**config.mk**
```make
export PLATFORM = sky130hd
export DESIGN_NAME = serial_word_rx_flat
export DESIGN_NICKNAME = d
export VERILOG_FILES = /design/src/rtl/serial_word_rx_if.sv /design/src/rtl/serial_word_rx.sv /design/src/flat_wrapper.sv
export SDC_FILE = /design/constraint.sdc
export NUM_CORES = 1
export LEC_CHECK = 0
export BUFFER_PORTS_ARGS = -buffer_cell sky130_fd_sc_hd__buf_4
export CAP_MARGIN = 40
export CORE_MARGIN = 3
export CORE_UTILIZATION = 50
export CTS_CLUSTER_SIZE = 25
export DETAILED_ROUTE_END_ITERATION = 12
export PLACE_DENSITY = 0.7
export SYNTH_ARGS = -nofsm -noshare
export SYNTH_HDL_FRONTEND = slang
export SYNTH_SLANG_ARGS = --single-unit
export TNS_END_PERCENT = 10
```
**constraint.sdc**
```tcl
create_clock -name clk -period 2.12 [get_ports clk]
set_input_delay 0 -clock clk [delete_from_list [all_inputs] [get_ports clk]]
set_output_delay 0 -clock clk [all_outputs]
set_load 0.01 [all_outputs]
```
**src/rtl/serial_word_rx_if.sv**
```systemverilog
// serial_word_rx_if: ready/valid word output bundle of the serial receiver.
interface serial_word_rx_if #(
  parameter int WORD_W = 8
);
  logic [WORD_W-1:0] dout;
  logic              dout_valid;
  logic              dout_ready;

  modport master (output dout, output dout_valid, input dout_ready);
  modport slave  (input dout, input dout_valid, output dout_ready);
endinterface

```
**src/rtl/serial_word_rx.sv**
```systemverilog
// serial_word_rx: idle-low serial word receiver with a one-entry ready/valid buffer.
// Optional even-parity bit: define SERIAL_WORD_RX_PARITY_EN.
module serial_word_rx #(
  parameter int CLKS_PER_BIT = 4,
  parameter int WORD_W       = 8
) (
  input  logic             clk,
  input  logic             rst,
  input  logic             din,
  serial_word_rx_if.master rx,
  output logic             busy,
  output logic             frame_err,
  output logic             overrun
);
  // The IDLE detection edge is bit-cycle 0, so START sees bit-cycle N at cyc_r == N-1.
  localparam logic [7:0] CYC_LAST = 8'(CLKS_PER_BIT - 1);
  localparam logic [7:0] CYC_MID  = 8'(CLKS_PER_BIT / 2 - 1);
  localparam logic [4:0] BIT_LAST = 5'(WORD_W - 1);

  typedef enum logic [2:0] {
    IDLE   = 3'd0,
    START  = 3'd1,
    DATA   = 3'd2,
`ifdef SERIAL_WORD_RX_PARITY_EN
    PARITY = 3'd3,
`endif
    STOP   = 3'd4
  } state_t;

  state_t            state_r, state_nx;
  logic [7:0]        cyc_r, cyc_nx;
  logic [4:0]        bit_r, bit_nx;
  logic [WORD_W-1:0] shift_r, shift_nx;
  logic              data_smp_s, stop_smp_s, word_ok_s, word_bad_s;

`ifdef SERIAL_WORD_RX_PARITY_EN
  logic par_r, par_smp_s;

  function automatic logic even_par(input logic [WORD_W-1:0] w);
    return ^w;
  endfunction
`endif

  // State and bit/cycle counter registers
  always_ff @(posedge clk) begin
    if (rst) begin
      state_r <= IDLE;
      cyc_r   <= 8'd0;
      bit_r   <= 5'd0;
    end else begin
      state_r <= state_nx;
      cyc_r   <= cyc_nx;
      bit_r   <= bit_nx;
    end
  end

  // Next-state, counter and sample-strobe logic
  always_comb begin
    state_nx   = state_r;
    cyc_nx     = cyc_r;
    bit_nx     = bit_r;
    data_smp_s = 1'b0;
    stop_smp_s = 1'b0;
`ifdef SERIAL_WORD_RX_PARITY_EN
    par_smp_s  = 1'b0;
`endif
    case (state_r)
      IDLE: begin
        cyc_nx = 8'd0;
        bit_nx = 5'd0;
        if (din) state_nx = START;
        else     state_nx = IDLE;
      end
      START: begin
        if (cyc_r == CYC_MID) begin
          cyc_nx = 8'd0;
          if (din) state_nx = DATA;
          else     state_nx = IDLE;
        end else begin
          cyc_nx = cyc_r + 8'd1;
        end
      end
      DATA: begin
        if (cyc_r == CYC_LAST) begin
          data_smp_s = 1'b1;
          cyc_nx     = 8'd0;
          if (bit_r == BIT_LAST) begin
            bit_nx = 5'd0;
`ifdef SERIAL_WORD_RX_PARITY_EN
            state_nx = PARITY;
`else
            state_nx = STOP;
`endif
          end else begin
            bit_nx = bit_r + 5'd1;
          end
        end else begin
          cyc_nx = cyc_r + 8'd1;
        end
      end
`ifdef SERIAL_WORD_RX_PARITY_EN
      PARITY: begin
        if (cyc_r == CYC_LAST) begin
          par_smp_s = 1'b1;
          cyc_nx    = 8'd0;
          state_nx  = STOP;
        end else begin
          cyc_nx = cyc_r + 8'd1;
        end
      end
`endif
      STOP: begin
        if (cyc_r == CYC_LAST) begin
          stop_smp_s = 1'b1;
          cyc_nx     = 8'd0;
          state_nx   = IDLE;
        end else begin
          cyc_nx = cyc_r + 8'd1;
        end
      end
      default: begin
        state_nx = IDLE;
        cyc_nx   = 8'd0;
        bit_nx   = 5'd0;
      end
    endcase

    shift_nx = shift_r;
    if (data_smp_s) begin
      for (int i = 0; i < WORD_W - 1; i++) shift_nx[i] = shift_r[i+1];
      shift_nx[WORD_W-1] = din;
    end else begin
      shift_nx = shift_r;
    end
  end

  // Data shift register, LSB received first
  always_ff @(posedge clk) begin
    if (rst) shift_r <= {WORD_W{1'b0}};
    else     shift_r <= shift_nx;
  end

`ifdef SERIAL_WORD_RX_PARITY_EN
  // Captured parity bit
  always_ff @(posedge clk) begin
    if (rst)            par_r <= 1'b0;
    else if (par_smp_s) par_r <= din;
    else                par_r <= par_r;
  end

  assign word_ok_s = stop_smp_s && !din && (even_par(shift_r) == par_r);
`else
  assign word_ok_s = stop_smp_s && !din;
`endif
  assign word_bad_s = stop_smp_s && !word_ok_s;
  assign busy       = (state_r != IDLE);

  // Output buffer, handshake and status pulses
  always_ff @(posedge clk) begin
    if (rst) begin
      rx.dout       <= {WORD_W{1'b0}};
      rx.dout_valid <= 1'b0;
      frame_err     <= 1'b0;
      overrun       <= 1'b0;
    end else begin
      frame_err <= word_bad_s;
      overrun   <= 1'b0;
      if (word_ok_s) begin
        if (!rx.dout_valid || rx.dout_ready) begin
          rx.dout       <= shift_r;
          rx.dout_valid <= 1'b1;
        end else begin
          overrun <= 1'b1;
        end
      end else if (rx.dout_valid && rx.dout_ready) begin
        rx.dout_valid <= 1'b0;
      end else begin
        rx.dout_valid <= rx.dout_valid;
      end
    end
  end
endmodule

```
**src/flat_wrapper.sv**
```systemverilog
// flat-port wrapper written by rule: the top's interface ports become plain ports
module serial_word_rx_flat 
#(
  parameter int CLKS_PER_BIT = 4,
  parameter int WORD_W       = 8
)
  (clk, rst, din, busy, frame_err, overrun, rx_dout, rx_dout_valid, rx_dout_ready);
  serial_word_rx_if #(.WORD_W(WORD_W)) rx_i ();
  input  logic clk;
  input  logic rst;
  input  logic din;
  output logic busy;
  output logic frame_err;
  output logic overrun;
  output wire logic [$bits(rx_i.dout)-1:0] rx_dout;
  output wire logic [$bits(rx_i.dout_valid)-1:0] rx_dout_valid;
  input wire logic [$bits(rx_i.dout_ready)-1:0] rx_dout_ready;
  assign rx_dout = rx_i.dout;
  assign rx_dout_valid = rx_i.dout_valid;
  assign rx_i.dout_ready = rx_dout_ready;
  serial_word_rx #(.CLKS_PER_BIT(CLKS_PER_BIT), .WORD_W(WORD_W)) u_core (.clk(clk), .rst(rst), .din(din), .rx(rx_i), .busy(busy), .frame_err(frame_err), .overrun(overrun));
endmodule
```
---- Word level (Yosys, flattened, before mapping) ----
Index checks and enable logic that the tools add are counted.
storage, ports and cells
  RAM bits ................................ 0
  bits in read-only memories .............. 0
  word-level logic and storage cells ...... 60
  bits in registers ....................... 35
  output and inout bits ................... 12
  memories ................................ 0
  input bits .............................. 4
  bits in latches ......................... 0
cells by class
  equal/unequal tests ..................... 11
  order comparisons ....................... 0
  div/mod/pow operators ................... 0
  add/subtract/negate cells ............... 2
  multiply operators ...................... 0
  shift operators ......................... 0
  bitwise gates (word level) .............. 2
  reduce and logical (&&, ||, !) cells .... 17
  multiplexer cells ....................... 20
operators by type and width
  cell                 count
  $mux 8               2
  $pmux 8 s2           1
  $mux 3               4
  $pmux 3 s4           1
  $mux 5               2
  $pmux 5 s2           1
  $add 8x1->8 const B  1
  $eq 8x1->1 const B   1
  $eq 8x2->1 const B   1
  $mux 1               8
  $ne 2x1->1 const B   4
  $reduce_and 2->1     3
  $reduce_or 2->1      3
  $add 5x1->5 const B  1
  $eq 5x3->1 const B   1
  $reduce_and 4->1     1
  $eq 3x1->1 const B   1
  $eq 3x2->1 const B   1
  $eq 3x3->1 const B   1
  $logic_and 1x1->1    3
  $logic_not 1->1      3
  $logic_not 3->1      1
  $reduce_bool 3->1    1
  $mux 2               1
  other kinds (4)      5

---- Depth between registers and ports, before layout ----
Gate-level depths: netlist (run 1).
  depth in word-level cells ............... 6
  mapped depth ............................ 6
  gate-level depth less buffers ........... 6

---- Least setup slack after synthesis (run 1) ----
Ideal clock, no wire load.
  path type ............................... reg2reg
  start ................................... register u_core.cyc_r[0]
  end ..................................... register u_core.bit_r[4]
  setup slack ............................. 0.287 ns
  period minus slack after synthesis ...... 1.833 ns
  data required time ...................... 2.050 ns
  path buffers ............................ 0
  stages on the path, launching flop included .. 6
  data arrival time ....................... 1.764 ns
  path through ............................ dfxtp_1 -> ha_1 -> nor3b_2 -> a21oi_2 -> or4_1 -> a21oi_1
on the way
  word-level cells in the longest chain between the ends .. 3
RTL lines
  what                        RTL line              source
  from (decl)                 serial_word_rx.sv:31  logic [7:0] cyc_r, cyc_nx;
  from (signal assigned)      serial_word_rx.sv:52  cyc_r <= cyc_nx;
  $eq 8x2->1                  serial_word_rx.sv:84  if (cyc_r == CYC_LAST) begin
  $ne 2x1->1 (no line)        --
  $reduce_and 2->1 (no line)  --
  to (signal assigned)        serial_word_rx.sv:53  bit_r <= bit_nx;
  to (decl)                   serial_word_rx.sv:32  logic [4:0] bit_r, bit_nx;
Every way passes these cells.
A chain may end at the register's enable or synchronous reset.

---- Worst setup path after layout (run 1) ----
  start ................................... register u_core.cyc_r[0]
  end ..................................... register u_core.cyc_r[5]
on the way
  word-level cells in the longest chain between the ends .. 3
  elaborated cells on any way between the ends .. 6
  classes of those cells .................. add/sub (1); eq/ne (2); mux (3)
RTL lines
  what                                       RTL line                                                           source
  $add 8x1->8, or another cell as far along  serial_word_rx.sv:80, serial_word_rx.sv:98, serial_word_rx.sv:118
  $mux 8 (on tied branches)                  serial_word_rx.sv:84, serial_word_rx.sv:113, serial_word_rx.sv:75
  $pmux 8 s2 *                               serial_word_rx.sv:67                                               case (state_r)
Mark *: on every way between the ends. The rest lies on a longest branch, timed or not.

==> metrics.md, run 1 <==
| Metric | Value |
|---|---|
| Status | complete, no violations |
| Antenna violations before repair | 0 |
| Clock root buffer | clkbuf_4 |
| Synthesized instance count | 156 |
| Switch Pwr | 351.8 uW |
| Kind of critical path | reg -> reg |
| H-tree depth | 2 |
| Cell Rows | 19 |
| Num CTS Buffers | 5 |
| Storage element area | 700.7 um^2 |
| Hold Violations, Final | 0 |
| Overflow after GRT | 0 |
| Mapped Nets | 163 |
| Worst slew margin | 0.6279 |
| Worst Tran Pin Value | 0.5524 ns |
| Register bit total from synthesis | 35 |
| TritonCTS sink count | 35 |
| Initial Util | 0.5347 |
| Unrepaired setup endpoints after global routing | false |
| Setup TNS Final | 0 ns |
| Register area share after synthesis | 0.4632 |
| Die area | 3722 um^2 |
| First-pass GRT wire length | 5299 um |
| Total Routing Usage GR | 0.1920 |
| Slew Viols, Final | 0 |
| Wirelength per Cell | 13.87 um |
| Crit path to | u_core.cyc_r[5] |
| Endpoint arrival time on the critical path | 2.22 ns |
| Netlist cell types | 37 |
| Part of the power in registers | 0.540 |
| Ratio of cells with drive above 1 in the final layout | 0.1934 |
| Crit-path most repeated cell | o211ai_1 |
| Core area | 2829 um^2 |
| DRC Markers | 0 |
| Reg2reg start | u_core.cyc_r[0] |
| Detailed Route Iter0 Violations | 76 |
| # fillers | 231 |
| Reg2Reg Depth | 6 |
| Fin nets | 187 |
| DP HPWL | 2102 um |
| Mapped cell area | 1513 um^2 |
| Antenna viol nets, final | 0 |
| Antenna cells | 0 |
| Clk_skew | 0.008924 ns |
| Max stage delay on crit path | 0.62 ns |
| CP Launch Point | u_core.cyc_r[0] |
| Port-buffer cells | 15 |
| Final Critical Period | 1.956 ns |
| Syn_area_per_cell | 9.697 um^2 |
| Total wire length | 2941 um |
| Worst skew pair latency | 0.33 ns |
| Largest net degree at the start of global routing | 26 |
| Synthesis Warnings | 0 |
| Placed insts | 201 |
| Data required time of the worst path | 2.39 ns |
| Pint | 958.4 uW |
| Vias per inst | 5.755 |
| Fmax | 511.1 MHz |
| R2r setup slk | 0.16 ns |
| Worst VDD drop | 0.4525 mV |
| Clock power frac | 0.309 |
| P_leak | 0.0007790 uW |
| Final GP Congestion | 0.8420 |
| Synth-to-Final Area Change | 17.37% |
| CP Capture Type | flop |
| CP Cell Sequence | ha_1, or4b_2, o211ai_1, o211ai_1, buf_4, nor2_1 |
| Longest Clk Path Bufs | 2 |
| Setup violators final | 0 |
| CTS tree | done |
| Via count | 1,220 |
| Min-Delay Path Class | in -> reg |
| I/O pin cnt | 16 |
| Max FO, Critical Path | 8 |
| Die height | 61.01 um |
| Die X | 61.01 um |
| Vias in the first global route | 1,201 |
| R2r endpoint | u_core.cyc_r[5] |
| CP max-delay cell | or4b_2 |
| DRT Pass-1 Iters | 4 |
| Fin cells | 212 |
| Switch share | 0.2685 |
| Startpoint types | flop |
| Multi-input logic area | 785.8 um^2 |
| Combinational Power Share | 0.151 |
| Fin crit share | 0.9228 |
| Clk slew on worst S/H paths | 0.10 ns |
| Cell Pwr Density | 737.9 nW/um^2 |
| Maxcap violations | 0 |
-- worst max-delay path, delay by kind of cell (launching register included) --
| family | cells | cell delay (ns) |
|---|---|---|
| adder cells (fa/ha/maj) | 1 | 0.30 |
| flip-flops | 1 | 0.37 |
| buffers and inverters | 1 | 0.20 |
| AO/OA/AOI/OAI | 2 | 0.29 |
| AND/OR/NAND/NOR | 2 | 0.72 |
-- logic make-up (layout without fill, tap and decap cells) --
family	after synthesis	count (layout)	share of synthesized area
AO/OA/AOI/OAI	24	24	0.1133
XOR/XNOR	7	7	0.04053
adder cells (fa/ha/maj)	3	3	0.02482
buffers and inverters	8	33	0.02150
flip-flops	35	35	0.4632
multiplexers	16	16	0.1059
AND/OR/NAND/NOR	63	63	0.2308
-- cell type report --
class                      instances  area share
tap                               31     0.02185
timing repair buffer              22     0.09584
clock buffer                       8     0.03876
sequential                        35      0.3946
multi-input combinational        113      0.4426
inverter                           3    0.006343
-- repair_timing --
action                                  in CTS  in global routing
endpoints found under the hold margin        4                  0
buffers inserted                             0                  1
endpoints found under the setup margin       0                 10
hold buffers                                 2                  0
gates resized for setup                      0                  1
-- sequential cells by signal (all words and copies together) (netlist names) --
| register | cells |
|---|---|
| u_core.bit_r | 5 |
| u_core.cyc_r | 8 |
| u_core.frame_err | 1 |
| u_core.overrun | 1 |
| u_core.rx.dout | 8 |
| u_core.rx.dout_valid | 1 |
| u_core.shift_r | 8 |
| u_core.state_r | 3 |
-- per-stage QoR --
stage                 util  area [um^2]  hold WS (ns)  total power (uW)  worst slack (ns)
detailed placement  0.5913         1673        0.2986             911.9            0.1372
finish              0.6276         1775       0.01565              1310            0.1636
CTS                 0.6227         1762       0.01067              1320            0.1156
floorplan                -         1513        0.1439             857.5            0.2867
global placement    0.5913         1673        0.2850             906.8            0.1956
global route        0.6276         1775      0.008115              1397          0.002958
-- worst min-delay path by stage --
stage / slack [ns] / cells after the start / start / to
floorplan: 0.14 / 2 / din / u_core.shift_r[7]
global placement: 0.29 / 3 / din / u_core.shift_r[7]
detailed placement: 0.30 / 3 / din / u_core.shift_r[7]
CTS: 0.01 / 2 / rst / u_core.shift_r[0]
global route: 0.008 / 2 / rst / u_core.shift_r[0]
finish: 0.02 / 2 / rst / u_core.shift_r[0]
-- placed cells by master, fill, tap and decap left out, types with 2 or more instances in the layout --
master and count:
nor3b_1 2, o21ai_0 3, ha_1 3, buf_4 20, nand3_1 10, mux2i_1 16
nand2_1 4, nor2_1 28, xor2_1 5, o21a_1 2, o31ai_1 3, clkbuf_8 2
dlygate4sd3_1 2, or4b_2 2, nand4_1 2, o211ai_1 3, xnor2_1 2, nand2b_1 2
a21oi_1 5, inv_1 3, clkbuf_4 5, or3b_2 2, and3_1 2, or3_1 2
nor4b_1 2, dfxtp_1 35
-- layer usage --
metal / global-route usage / wire, um
met1: 0.2380 / 1289
met4: 0.07740 / 52
met3: 0.07447 / 165
met5: 0 / 0
met2: 0.2992 / 1433
-- Yosys cell counts --
cell type	instances	area (um^2)
dfxtp_1	35	700.7
nor2_1	28	105.1
mux2i_1	16	160.2
nand3_1	10	50.05
a21oi_1	5	25.02
xor2_1	5	43.79
nand2_1	4	15.01
clkbuf_1	3	11.26
ha_1	3	37.54
inv_1	3	11.26
o211ai_1	3	22.52
o21ai_0	3	15.01
o31ai_1	3	22.52
and3_1	2	12.51
buf_2	2	10.01
nand2b_1	2	12.51
nand4_1	2	12.51
nor3b_1	2	15.01
nor4b_1	2	17.52
o21a_1	2	15.01
or3_1	2	12.51
or3b_2	2	17.52
or4b_2	2	20.02
xnor2_1	2	17.52
a211o_1	1	8.760
a21oi_2	1	8.760
a221oi_1	1	8.760
a2bb2oi_1	1	8.760
a32o_1	1	10.01
nand4_2	1	12.51
nor3_1	1	5.000
nor3b_2	1	12.51
nor4_4	1	21.27
o2111a_1	1	11.26
o21ai_1	1	5.000
o311a_1	1	10.01
or4_1	1	7.510
-- power by group through the flow --
stage / clock (uW) / combinational, uW / sequential (uW)
6_report: 405 / 197 / 707
5_1_grt: 458 / 225 / 714
4_1_cts: 420 / 193 / 707
3_5_place_dp: 0 / 190 / 722
3_3_place_gp: 0 / 187 / 720
2_1_floorplan: 0 / 160 / 697
Power figures use the tool's default switching activity.
==> inputs of run 2 (changes only) <==
--- a/config.mk
+++ b/config.mk
@@ -5,7 +5,7 @@
 export SDC_FILE = /design/constraint.sdc
 export NUM_CORES = 1
 export LEC_CHECK = 0
-export BUFFER_PORTS_ARGS = -buffer_cell sky130_fd_sc_hd__buf_4
+export BUFFER_PORTS_ARGS = -buffer_cell sky130_fd_sc_hd__buf_2
 export CAP_MARGIN = 40
 export CORE_MARGIN = 3
 export CORE_UTILIZATION = 50
==> constraint.sdc (replaced) <==
create_clock -name clk -period 2.3 [get_ports clk]
set_input_delay 0 -clock clk [delete_from_list [all_inputs] [get_ports clk]]
set_output_delay 0 -clock clk [all_outputs]
set_load 0.01 [all_outputs]
==> run 2 against run 1 <==
Clock skew is 0.00072 ns lower. Power decreased by 3.6%. Global-route usage shrank 0.88 points. Combinational power down 16%. Via count is 3.5% lower. Cell count down 1.9%. Die area is the same. Count of clock-buffer cells in the layout is 3 lower. Critical endpoint is now u_core.bit_r[4]. Largest power group unchanged.
==> metrics.md, run 2 (synthesized netlist as in run 1, its figures left out) <==
| Metric | Value |
|---|---|
| Via count | 1,177 |
| # fillers | 259 |
| Fin cells | 208 |
| Overflow after GRT | 0 |
| Final Critical Period | 2.065 ns |
| Worst VDD drop | 0.5050 mV |
| Endpoint arrival time on the critical path | 2.35 ns |
| Crit path to | u_core.bit_r[4] |
| Unrepaired setup endpoints after global routing | false |
| Initial Util | 0.5347 |
| Startpoint types | flop |
| Worst Tran Pin Value | 0.6261 ns |
| Worst skew pair latency | 0.34 ns |
| Reg2Reg Depth | 5 |
| Vias per inst | 5.659 |
| Fin nets | 183 |
| Antenna viol nets, final | 0 |
| I/O pin cnt | 16 |
| DRC Markers | 0 |
| Clock power frac | 0.353 |
| Share of the core filled with cells | 0.6059 |
| Detailed Route Iter0 Violations | 64 |
| Total wire length | 2798 um |
| Slew Viols, Final | 0 |
| CP Launch Point | u_core.cyc_r[0] |
| DP HPWL | 1941 um |
| Cell Pwr Density | 737.0 nW/um^2 |
| Hold Violations, Final | 0 |
| Die X | 61.01 um |
| Core area | 2829 um^2 |
| CP max-delay cell | or4_1 |
| Setup TNS Final | 0 ns |
| Vias in the first global route | 1,114 |
| Combinational Power Share | 0.131 |
| Largest net degree at the start of global routing | 26 |
| Num CTS Buffers | 5 |
| Die height | 61.01 um |
| Longest Clk Path Bufs | 2 |
| TritonCTS sink count | 35 |
| H-tree depth | 2 |
| Top Registers | u_core.cyc_r (8), u_core.rx.dout (8), u_core.shift_r (8) |
| Fin crit share | 0.8980 |
| Clk_skew | 0.008201 ns |
| CTS tree | done |
| Status | complete, no violations |
| Area after DPL | 1613 um^2 |
| Switch Pwr | 344.4 uW |
| Max stage delay on crit path | 0.54 ns |
| Antenna cells | 0 |
| Most frequent cells in the layout | dfxtp_1, nor2_1, mux2i_1 |
| P_leak | 0.0007688 uW |
| R2r endpoint | u_core.bit_r[4] |
| Kind of critical path | reg -> reg |
| Post-cts gate resize count | 0 |
| Final GP Congestion | 0.8748 |
| R2r setup slk | 0.23 ns |
| Worst slew margin | 0.5807 |
| Antenna violations before repair | 0 |
| Max FO, Critical Path | 7 |
| Die area | 3722 um^2 |
| Switch share | 0.2726 |
| Fin area | 1714 um^2 |
| Cell Rows | 19 |
| Placed insts | 198 |
| Clock root buffer | clkbuf_4 |
| HP Start | rst |
| Commonest non-fill, non-tap cell in the layout | dfxtp_1 |
| Data required time of the worst path | 2.59 ns |
| Pwr Total | 1263 uW |
| Clk slew on worst S/H paths | 0.11 ns |
| Reg2reg start | u_core.cyc_r[0] |
| CP Cell Sequence | ha_1, nor3b_2, a21oi_2, or4_1, a21oi_1 |
| Wirelength per Cell | 13.45 um |
| Port-buffer cells | 15 |
| Min-Delay Path Class | in -> reg |
| Pint | 919.0 uW |
| CP Capture Type | flop |
| Maxcap violations | 0 |
| Part of the power in registers | 0.517 |
| DRT Pass-1 Iters | 4 |
| Ratio of cells with drive above 1 in the final layout | 0.1808 |
| Total Routing Usage GR | 0.1831 |
| Fmax | 484.2 MHz |
| Synth-to-Final Area Change | 13.32% |
| First-pass GRT wire length | 5023 um |
| Setup violators final | 0 |
[run 2: cell count changes in the layout (fill, tap and decap cells not counted)]
cell | previous run | this run
buf_2 | 0 | 15
buf_4 | 20 | 1
bufinv_16 | 0 | 1
clkbuf_1 | 1 | 0
clkbuf_8 | 2 | 0
clkinv_2 | 0 | 1
clkinv_4 | 0 | 1
nor3b_2 | 0 | 1
nor3b_4 | 1 | 0
[run 2: final cells by class]
cell class	instances	area (um^2)	area share
multi-input cells	113	779.5	0.4547
flip-flops and latches	35	700.7	0.4088
repair buffers	18	102.6	0.05985
clock inverters	3	43.79	0.02555
well taps	31	38.79	0.02263
clock buffers	5	37.54	0.02190
inverters	3	11.26	0.006569
[run 2: worst min path at each step]
stage / end / slack, ns / cells past startpoint
floorplan: u_core.shift_r[7] / 0.14 / 2
global route: u_core.rx.dout[1] / 0.07 / 2
CTS: u_core.rx.dout[0] / 0.06 / 2
finish: u_core.shift_r[0] / 0.07 / 2
detailed placement: u_core.frame_err / 0.33 / 2
global placement: u_core.shift_r[7] / 0.32 / 3
[run 2: metal layers]
metal | track usage | up-vias | part of all wire
li1 | - | 601 | -
met1 | 0.2260 | 547 | 0.45
met2 | 0.2870 | 25 | 0.49
met3 | 0.07660 | 4 | 0.049
met4 | 0.06502 | 0 | 0.010
met5 | 0 | - | 0
[run 2: per-stage QoR]
step	worst slack (ns)	hold slack, ns
floorplan	0.4667	0.1439
global placement	0.3370	0.3155
detailed placement	0.2501	0.3299
CTS	0.2282	0.05751
global route	0.1017	0.06611
finish	0.2346	0.06721
[run 2: worst max-delay path, delay by kind of cell (launching register included)]
family,cells,cell delay (ns)
flip-flops,1,0.43
AO/OA/AOI/OAI,2,0.33
adder cells (fa/ha/maj),1,0.29
AND/OR/NAND/NOR,2,0.97
[run 2: power groups by stage]
stage	Sequential [uW]	Clock, uW	Combinational (uW)
after global placement	664	0	160
after detailed placement	666	0	162
after CTS	652	456	166
final	653	446	165
after global routing	659	487	191
after floorplan	643	0	147
[run 2: what timing repair did]
action,4_1_cts,5_1_grt
hold endpoints to repair,4,0
buffers inserted,0,0
hold buffers,2,0
